### config.mk
export PLATFORM = sky130hd
export DESIGN_NAME = channel_select_fsm
export DESIGN_NICKNAME = d
export VERILOG_FILES = /design/src/rtl/channel_select_fsm.sv
export SDC_FILE = /design/constraint.sdc
export NUM_CORES = 1
export LEC_CHECK = 0
export ABC_AREA = 1
export CORE_UTILIZATION = 28
export CTS_CLUSTER_SIZE = 16
export DETAILED_ROUTE_END_ITERATION = 10
export RECOVER_POWER = 50
export SYNTH_ARGS = -nofsm -noshare
export SYNTH_HDL_FRONTEND = slang
export SYNTH_SLANG_ARGS = --single-unit
### constraint.sdc
create_clock -name clk -period 2.15 [get_ports clk]
set_clock_uncertainty 0.2 [all_clocks]
set_input_delay 0.43 -clock clk [delete_from_list [all_inputs] [get_ports clk]]
set_output_delay 0.43 -clock clk [all_outputs]
set_load 0.1 [all_outputs]
### src/rtl/channel_select_fsm.sv
// rtl/channel_select_fsm.sv - debounced switch to frame-buffer channel selector
// Switches are synchronised and debounced; the capture channel only changes on frame_start.
module channel_select_fsm #(
  parameter int NUM_CH          = 3,
  parameter int DEBOUNCE_CYCLES = 16,
  parameter int CNT_W           = 16
) (
  input  logic                                         clk,
  input  logic                                         rst,
  input  logic [NUM_CH-1:0]                            sw,
  input  logic                                         sw_clr,
  input  logic                                         frame_start,
  input  logic                                         pix_valid,
  output logic [NUM_CH-1:0]                            w_en,
  output logic [(NUM_CH > 1 ? $clog2(NUM_CH) : 1)-1:0] sel,
  output logic                                         active,
  output logic [CNT_W-1:0]                             frame_count,
  output logic [9:0]                                   ledr
);

  localparam int SEL_W = (NUM_CH > 1) ? $clog2(NUM_CH) : 1;
  localparam int DB_W  = (DEBOUNCE_CYCLES > 1) ? $clog2(DEBOUNCE_CYCLES) : 1;
  localparam logic [DB_W-1:0] DB_LAST = DB_W'(DEBOUNCE_CYCLES - 1);

  localparam logic [1:0] ST_IDLE   = 2'd0;
  localparam logic [1:0] ST_ARMED  = 2'd1;
  localparam logic [1:0] ST_ACTIVE = 2'd2;

  logic [NUM_CH-1:0] r_sync1;
  logic [NUM_CH-1:0] r_sync2;
  logic [NUM_CH-1:0] r_sw_db;
  logic [DB_W-1:0]   r_db_cnt [NUM_CH];

  logic [1:0]        r_state;
  logic [SEL_W-1:0]  r_pend_ch;
  logic [SEL_W-1:0]  r_cur_ch;
  logic [CNT_W-1:0]  r_frame_count;

  logic [SEL_W-1:0]  w_req_idx;
  logic              w_req_any;

  // The counter runs while the synchronised bit disagrees with the debounced bit;
  // any return to agreement restarts it.
  always_ff @(posedge clk) begin
    if (rst) begin
      r_sync1 <= '0;
      r_sync2 <= '0;
      r_sw_db <= '0;
      for (int i = 0; i < NUM_CH; i++) r_db_cnt[i] <= '0;
    end else begin
      r_sync1 <= sw;
      r_sync2 <= r_sync1;
      for (int i = 0; i < NUM_CH; i++) begin
        if (r_sync2[i] == r_sw_db[i]) begin
          r_db_cnt[i] <= '0;
        end else if (r_db_cnt[i] == DB_LAST) begin
          r_sw_db[i]  <= r_sync2[i];
          r_db_cnt[i] <= '0;
        end else begin
          r_db_cnt[i] <= r_db_cnt[i] + DB_W'(1);
        end
      end
    end
  end

  always_comb begin
    w_req_idx = '0;
    for (int i = NUM_CH - 1; i >= 0; i--) begin
      if (r_sw_db[i]) w_req_idx = SEL_W'(i);
    end
  end

  assign w_req_any = |r_sw_db;

  always_ff @(posedge clk) begin
    if (rst) begin
      r_state       <= ST_IDLE;
      r_pend_ch     <= '0;
      r_cur_ch      <= '0;
      r_frame_count <= '0;
    end else begin
      case (r_state)
        ST_IDLE: begin
          if (w_req_any) begin
            r_pend_ch <= w_req_idx;
            r_state   <= ST_ARMED;
          end
        end
        ST_ARMED: begin
          if (sw_clr) begin
            r_state <= ST_IDLE;
          end else if (frame_start) begin
            r_cur_ch      <= r_pend_ch;
            r_frame_count <= r_frame_count + CNT_W'(1);
            r_state       <= ST_ACTIVE;
          end else if (w_req_any) begin
            r_pend_ch <= w_req_idx;
          end
        end
        ST_ACTIVE: begin
          if (sw_clr) begin
            r_state <= ST_IDLE;
          end else if (frame_start) begin
            r_frame_count <= r_frame_count + CNT_W'(1);
            if (w_req_any) r_cur_ch <= w_req_idx;
          end
        end
        default: r_state <= ST_IDLE;
      endcase
    end
  end

  // sw_clr gates the write enable in the same cycle it is seen.
  assign w_en = (r_state == ST_ACTIVE && pix_valid && !sw_clr) ?
                (NUM_CH'(1) << r_cur_ch) : '0;

  assign sel         = r_cur_ch;
  assign active      = (r_state == ST_ACTIVE);
  assign frame_count = r_frame_count;

  always_comb begin
    ledr    = '0;
    ledr[0] = (r_state == ST_IDLE);
    ledr[1] = (r_state == ST_ARMED);
    ledr[2] = (r_state == ST_ACTIVE);
    for (int i = 0; i < NUM_CH; i++) begin
      ledr[3+i] = (r_state == ST_ACTIVE) && (r_cur_ch == SEL_W'(i));
    end
  end

endmodule

==> results of run 1 <==
-- Yosys cell counts (all sizes together) --
| cell | instances |
|---|---|
| a21oi | 15 |
| o21ai | 16 |
| conb | 2 |
| xnor2 | 1 |
| nand2 | 49 |
| ha | 7 |
| dfxtp | 31 |
| nor3 | 12 |
| nand3 | 17 |
| o21bai | 2 |
| edfxtp | 12 |
| o21a | 2 |
| o211ai | 1 |
| xor2 | 5 |
| nand4 | 4 |
| inv | 44 |
| buf | 7 |
| clkbuf | 1 |
| nor2 | 52 |
-- power by group --
part	switching, uW	leakage, uW	internal, uW	total, uW
registers	64.1	0.000378	881	945
logic	580	0.000877	284	864
clock network	260	0.0000412	227	487
total	904	0.00130	1390	2300
-- cell families (layout without fill, tap and decap cells) --
family | Yosys count | after routing | synth area share (%)
AND/OR/NAND/NOR | 134 | 134 | 28.3
XOR/XNOR | 6 | 6 | 2.44
adder cells (fa/ha/maj) | 7 | 7 | 4.07
buffers and inverters | 52 | 97 | 10.2
flip-flops | 43 | 43 | 45.6
AO/OA/AOI/OAI | 36 | 36 | 9.12
other | 2 | 16 | 0.349
-- layout make-up --
cell class | instances | area [sq um] | area share, %
clock buffer | 6 | 72.6 | 2.47
inverter | 44 | 169 | 5.75
timing repair buffer | 45 | 469 | 16.0
sequential | 43 | 992 | 33.8
clock inverter | 2 | 12.5 | 0.426
multi-input combinational | 199 | 1100 | 37.4
tap | 99 | 124 | 4.22
-- repair_timing --
action | in CTS | in global routing
setup endpoints to repair | 3 | 4
pin swaps | 2 | 1
setup buffers | 2 | 2
resized for setup | 2 | 0
-- worst min-delay path, stage by stage (launching register included) --
cell,delay [ns]
dfxtp_1,0.30
inv_1,0.04
nor2_1,0.03
-- routing by layer --
layer  GRT usage (%)  vias up
met5               0        -
met2            20.5       43
met1            15.4      849
met4            3.03        0
met3            2.83        4
li1                -      986
-- worst max path at each step --
stage,endpoint,start,cells past startpoint
finish,ledr[3],r_state[0],5
CTS,ledr[5],r_state[0],5
global placement,w_en[2],pix_valid,4
floorplan,ledr[3],r_state[0],4
global route,ledr[3],r_state[0],5
detailed placement,w_en[2],sw_clr,5
-- through the flow --
step	area [sq um]	std cells	util (%)	power, uW	setup TNS, ns
after global placement	3040	426	41.5	1800	0
after detailed placement	3040	426	41.5	1810	0
final	2940	438	40.1	2300	0
after floorplan	2310	294	-	1560	-1.37
after CTS	3150	436	42.9	2320	0
after global routing	2940	438	40.1	2420	-0.0321
-- flip-flops by register name, summed over array words and instances (netlist names) --
signal	count
frame_count	16
r_db_cnt	12
r_sw_db	3
r_sync1	3
r_sync2	3
r_pend_ch	2
r_state	2
sel	2
==> results.md, run 1 <==
* Met3 wire len at 214 um
* CP cell instances: inv_2 > ha_4 > clkinvlp_4 > nor3_4 > buf_12
* Post-synth top area cell: dfxtp_1
* Worst-path clk slew at 0.07 ns
* Vias in the first global route at 1,709
* Net count, final at 353
* Crit path DAT at 1.45 ns
* Tcrit/Tclk final at 96.6%
* Critical path peak fanout at 5
* Mapped Cells at 280
* I/O Buffers at 35
* Iter 0 DRT Violations at 66
* Slew @ Worst Pin at 0.548 ns
* Hold Path Class: reg2reg
* Gr usage total at 12.0%
* Top delay family on crit path: buffers and inverters
* CP peak stage delay at 0.34 ns
* Layout cells sized above 1 at 18.9%
* Max_slew headroom at 63.6%
* Die Area at 8050 sq um
* Leakage power at 0.00130 uW
* Num ports at 40
* Growth of design area from synthesis to finish at 36.4%
* WHS Path Cells at 2
* Cells taking the most area after synthesis: dfxtp_1 (29%), edfxtp_1 (17%), nor2_1 (8.5%), nand2_1 (8.4%), inv_1 (7.5%)
* Via count at 1,882
* DR vias/cell at 4.30
* Total CTS buffers at 5
* First-pass GRT wire length at 7520 um
* FILL cells at 738
* Min-delay src: r_sync1[1]
* Final Slew Violations at 0
* Cell area after synthesis at 2150 sq um
* Hold-critical path endpoint: r_sync2[1]
* Max-Cap Viols at 0
* Most frequent cells in the layout: nor2_1 (49), nand2_1 (48), inv_1 (41), dfxtp_1 (26), conb_1 (16)
* CTS Buffer Depth at 2
* Critical Path Slowest Stage Cell: dfxtp_2
* Power per cell area at 781 nW/um^2
* Post-synthesis sequential area ratio at 45.6%
* Initial antenna violation count at 0
* Unrepaired setup endpoints after global routing: yes
* Routed met2 length at 2040 um
* Crit path buf inv count at 3
* Max Used Layer: met4
* RR Endpoint: frame_count[10]
* DRC at 0
* Num rows at 31
* Sink Count at 43
* Mean area per synthesized cell at 7.69 sq um
* Wl on met1 at 2090 um
* Die span in y at 89.7 um
* Width of the die at 89.7 um
* Grt ovf at 0
* Core footprint at 7330 sq um
* Reg2reg start: r_state[1]
* WS Path Type: reg2out
* Detail Route Antenna Nets at 0
* Fin crit period at 2.08 ns
* Syn. warnings at 0
* Post-CTS Hold Fix Bufs at 0
* Worst skew pair latency at 0.28 ns
* Detailed placer's ending HPWL at 3450 um
* Peak VDD IR at 243 uV
* Wire per inst at 10.0 um
* Routability cong. at 0.844
* # setup viols final at 0
* Starting Density at 29.4%
* Cell depth of the worst flop-to-flop path at 7
* Pre-CTS setup slack at 0.00756 ns
* Worst setup EP type: output port
* Critical Path Source Type: register
* Most common cell after layout, fill and taps aside: nor2_1
* TritonCTS clock tree: done
* Worst EP required at 1.52 ns
* Final Hold Viols at 0
* Reg2Reg Setup Slack at 0.40 ns
* Final wirelength at 4380 um
* Synth cell types at 27
* Setup WS post-layout at 0.0728 ns
* Status: completed
* Largest net degree at the start of global routing at 14
* Drt first pass iters at 4
* Hold_ws at 0.206 ns
* Clock Tree Root: clkbuf_8
* FF+latch count, synth at 43
* H-tree Lvls at 2
* Antenna Cells at 0
* Yosys top cell area share at 28.8%
* Top achievable clock speed at 481 MHz
(Power assumes the default switching activity.)
==> run 2, diff against run 1 <==
- CORE_ASPECT_RATIO: unset -> 0.75
==> results.md, run 2 (synthesis gave the netlist of run 1 again) <==
* Iter 0 DRT Violations at 87 (+32%)
* Slew @ Worst Pin at 0.618 ns (+0.0704 ns)
* Final Hold Viols at 0 (unchanged)
* Die span in y at 77.9 um (-13%)
* Core footprint at 7400 sq um (+0.92%)
* Worst EP required at 1.52 ns (about the same)
* Top delay family on crit path: buffers and inverters
* Min-delay src: r_sync1[2]
* Via count at 1,811 (-3.8%)
* Worst setup EP type: output port
* Vias in the first global route at 1,703 (-0.35%)
* Die Area at 8050 sq um (about the same)
* DR vias/cell at 4.14 (-3.6%)
* CP cell instances: inv_2 > ha_4 > clkinvlp_4 > nor3_4 > buf_12
* GR Layer Usage met1 at 16.0% (+0.66 points)
* Final Slew Violations at 0 (unchanged)
* DRC at 0 (unchanged)
* Tcrit/Tclk final at 97.2% (+0.56 points)
* Detail Route Antenna Nets at 0 (unchanged)
* WHS Path Cells at 2 (unchanged)
* Worst-path clk slew at 0.08 ns (about the same)
* RR Endpoint: r_state[1]
* Critical Path Slowest Stage Cell: dfxtp_2
* Antenna Cells at 0 (unchanged)
* Critical Path Source Type: register
* Total CTS buffers at 5 (unchanged)
* Growth of design area from synthesis to finish at 38.7%
* TritonCTS clock tree: done
* Met2 Use GR at 19.7% (-0.79 points)
* Layout cells sized above 1 at 18.2% (-0.72 points)
* Drt first pass iters at 4 (unchanged)
* Fin crit period at 2.09 ns (+0.0120 ns)
* Crit path DAT at 1.46 ns (about the same)
* Most frequent cells in the layout: nor2_1 (49), nand2_1 (48), inv_1 (41), dfxtp_1 (27), buf_12 (17)
* Final wirelength at 4400 um (+0.39%)
* Width of the die at 103 um (+15%)
* Clock Tree Root: clkbuf_8
* Status: completed
* Hold-critical path endpoint: r_sync2[2]
* Num rows at 27 (-13%)
* Critical path depth at 5 (unchanged)
* CTS Buffer Depth at 2 (unchanged)
* GR peak layer: met2
* Hold Path Class: reg2reg
* Reg2Reg Setup Slack at 0.43 ns (+0.03 ns)
* Leakage power at 0.00131 uW (+0.77%)
* Sink Count at 43 (unchanged)
* Num ports at 40 (unchanged)
* Wire per inst at 10.1 um (+0.62%)
* Detailed placer's ending HPWL at 3340 um (-3.0%)
* Sum Neg Setup Slack at 0 ns (unchanged)
* Worst skew pair latency at 0.29 ns (about the same)
* Max reg flops at 16 (unchanged)
* Unrepaired setup endpoints after global routing: yes
* Hold_ws at 0.208 ns (+0.00200 ns)
* Critical path peak fanout at 4 (-1)
* WS Path Type: reg2out
* Max-Cap Viols at 0 (unchanged)
* Top achievable clock speed at 479 MHz (-0.58%)
* # setup viols final at 0 (unchanged)
* Peak VDD IR at 430 uV (+77%)
* Gr usage total at 12.3% (+0.24 points)
* Power per cell area at 780 nW/um^2 (-0.14%)
* Initial antenna violation count at 0 (unchanged)
* H-tree Lvls at 2 (unchanged)
* M3 GR Usage at 2.79% (-0.041 points)
* Cell depth of the worst flop-to-flop path at 9 (+2)
* Reg2reg start: r_state[0]
* Max_slew headroom at 58.8% (-4.9 points)
* Most common cell after layout, fill and taps aside: nor2_1
* Crit path buf inv count at 3 (unchanged)
* Routability cong. at 0.839 (-0.70%)
* CP peak stage delay at 0.34 ns (about the same)
* Grt ovf at 0 (unchanged)
* Net count, final at 350 (-0.85%)
* Starting Density at 29.1% (-0.27 points)
* I/O Buffers at 35 (unchanged)
* Largest net degree at the start of global routing at 17 (+3)
* First-pass GRT wire length at 7670 um (+1.9%)
run 2: cell types whose count changed in the layout (fill, tap and decap cells not counted), sizes merged:
cell	before	now
buf	20	22
clkinvlp	2	1
clkbuf	24	20
run 2: repair_timing:
item / CTS / global route
hold buffers: 0 / 0
setup buffers: 3 / 0
pin swaps: 0 / 2
gates resized for setup: 1 / 1
endpoints found under the hold margin: 0 / 0
endpoints found under the setup margin: 3 / 5
run 2: layout make-up:
| class | instances | area, sq um |
|---|---|---|
| clock buffers | 7 | 86.3 |
| flip-flops and latches | 43 | 991 |
| well taps | 101 | 126 |
| repair buffers | 42 | 512 |
| multi-input cells | 199 | 1100 |
| fillers | 747 | 4410 |
| clock inverters | 1 | 3.75 |
| inverters | 44 | 169 |
run 2: power by group:
group	internal (uW)	switching [uW]	leakage, uW
sequential	880	64.4	0.000378
combinational	289	578	0.000882
clock	258	262	0.0000459
run 2: worst max path at each step:
stage / slack, ns / start / endpoint
after global routing: -0.03 / r_state[0] / ledr[4]
after CTS: 0.004 / sw_clr / w_en[2]
after global placement: 0.02 / sw_clr / w_en[2]
after floorplan: -0.27 / r_state[0] / ledr[3]
after detailed placement: 0.01 / sw_clr / w_en[2]
final: 0.06 / r_state[0] / ledr[4]
run 2: worst min-delay path, stage by stage (launching register included):
cell     delay, ns
dfxtp_1       0.30
inv_1         0.04
nor2_1        0.03
run 2: stage by stage:
stage | worst slack [ns] | total power [uW] | cell area (sq um) | std cells | utilization, %
2_1_floorplan | -0.265 | 1560 | 2310 | 294 | -
3_3_place_gp | 0.0172 | 1810 | 3030 | 426 | 41.0
3_5_place_dp | 0.0100 | 1810 | 3030 | 426 | 41.0
4_1_cts | 0.00395 | 2360 | 3150 | 437 | 42.5
5_1_grt | -0.0275 | 2460 | 2990 | 437 | 40.4
6_report | 0.0608 | 2330 | 2990 | 437 | 40.4
run 2: routing by layer:
metal / routed length (um) / vias up
li1: - / 979
met1: 2190 / 798
met2: 1980 / 29
met3: 171 / 5
met4: 56 / 0
met5: 0 / -
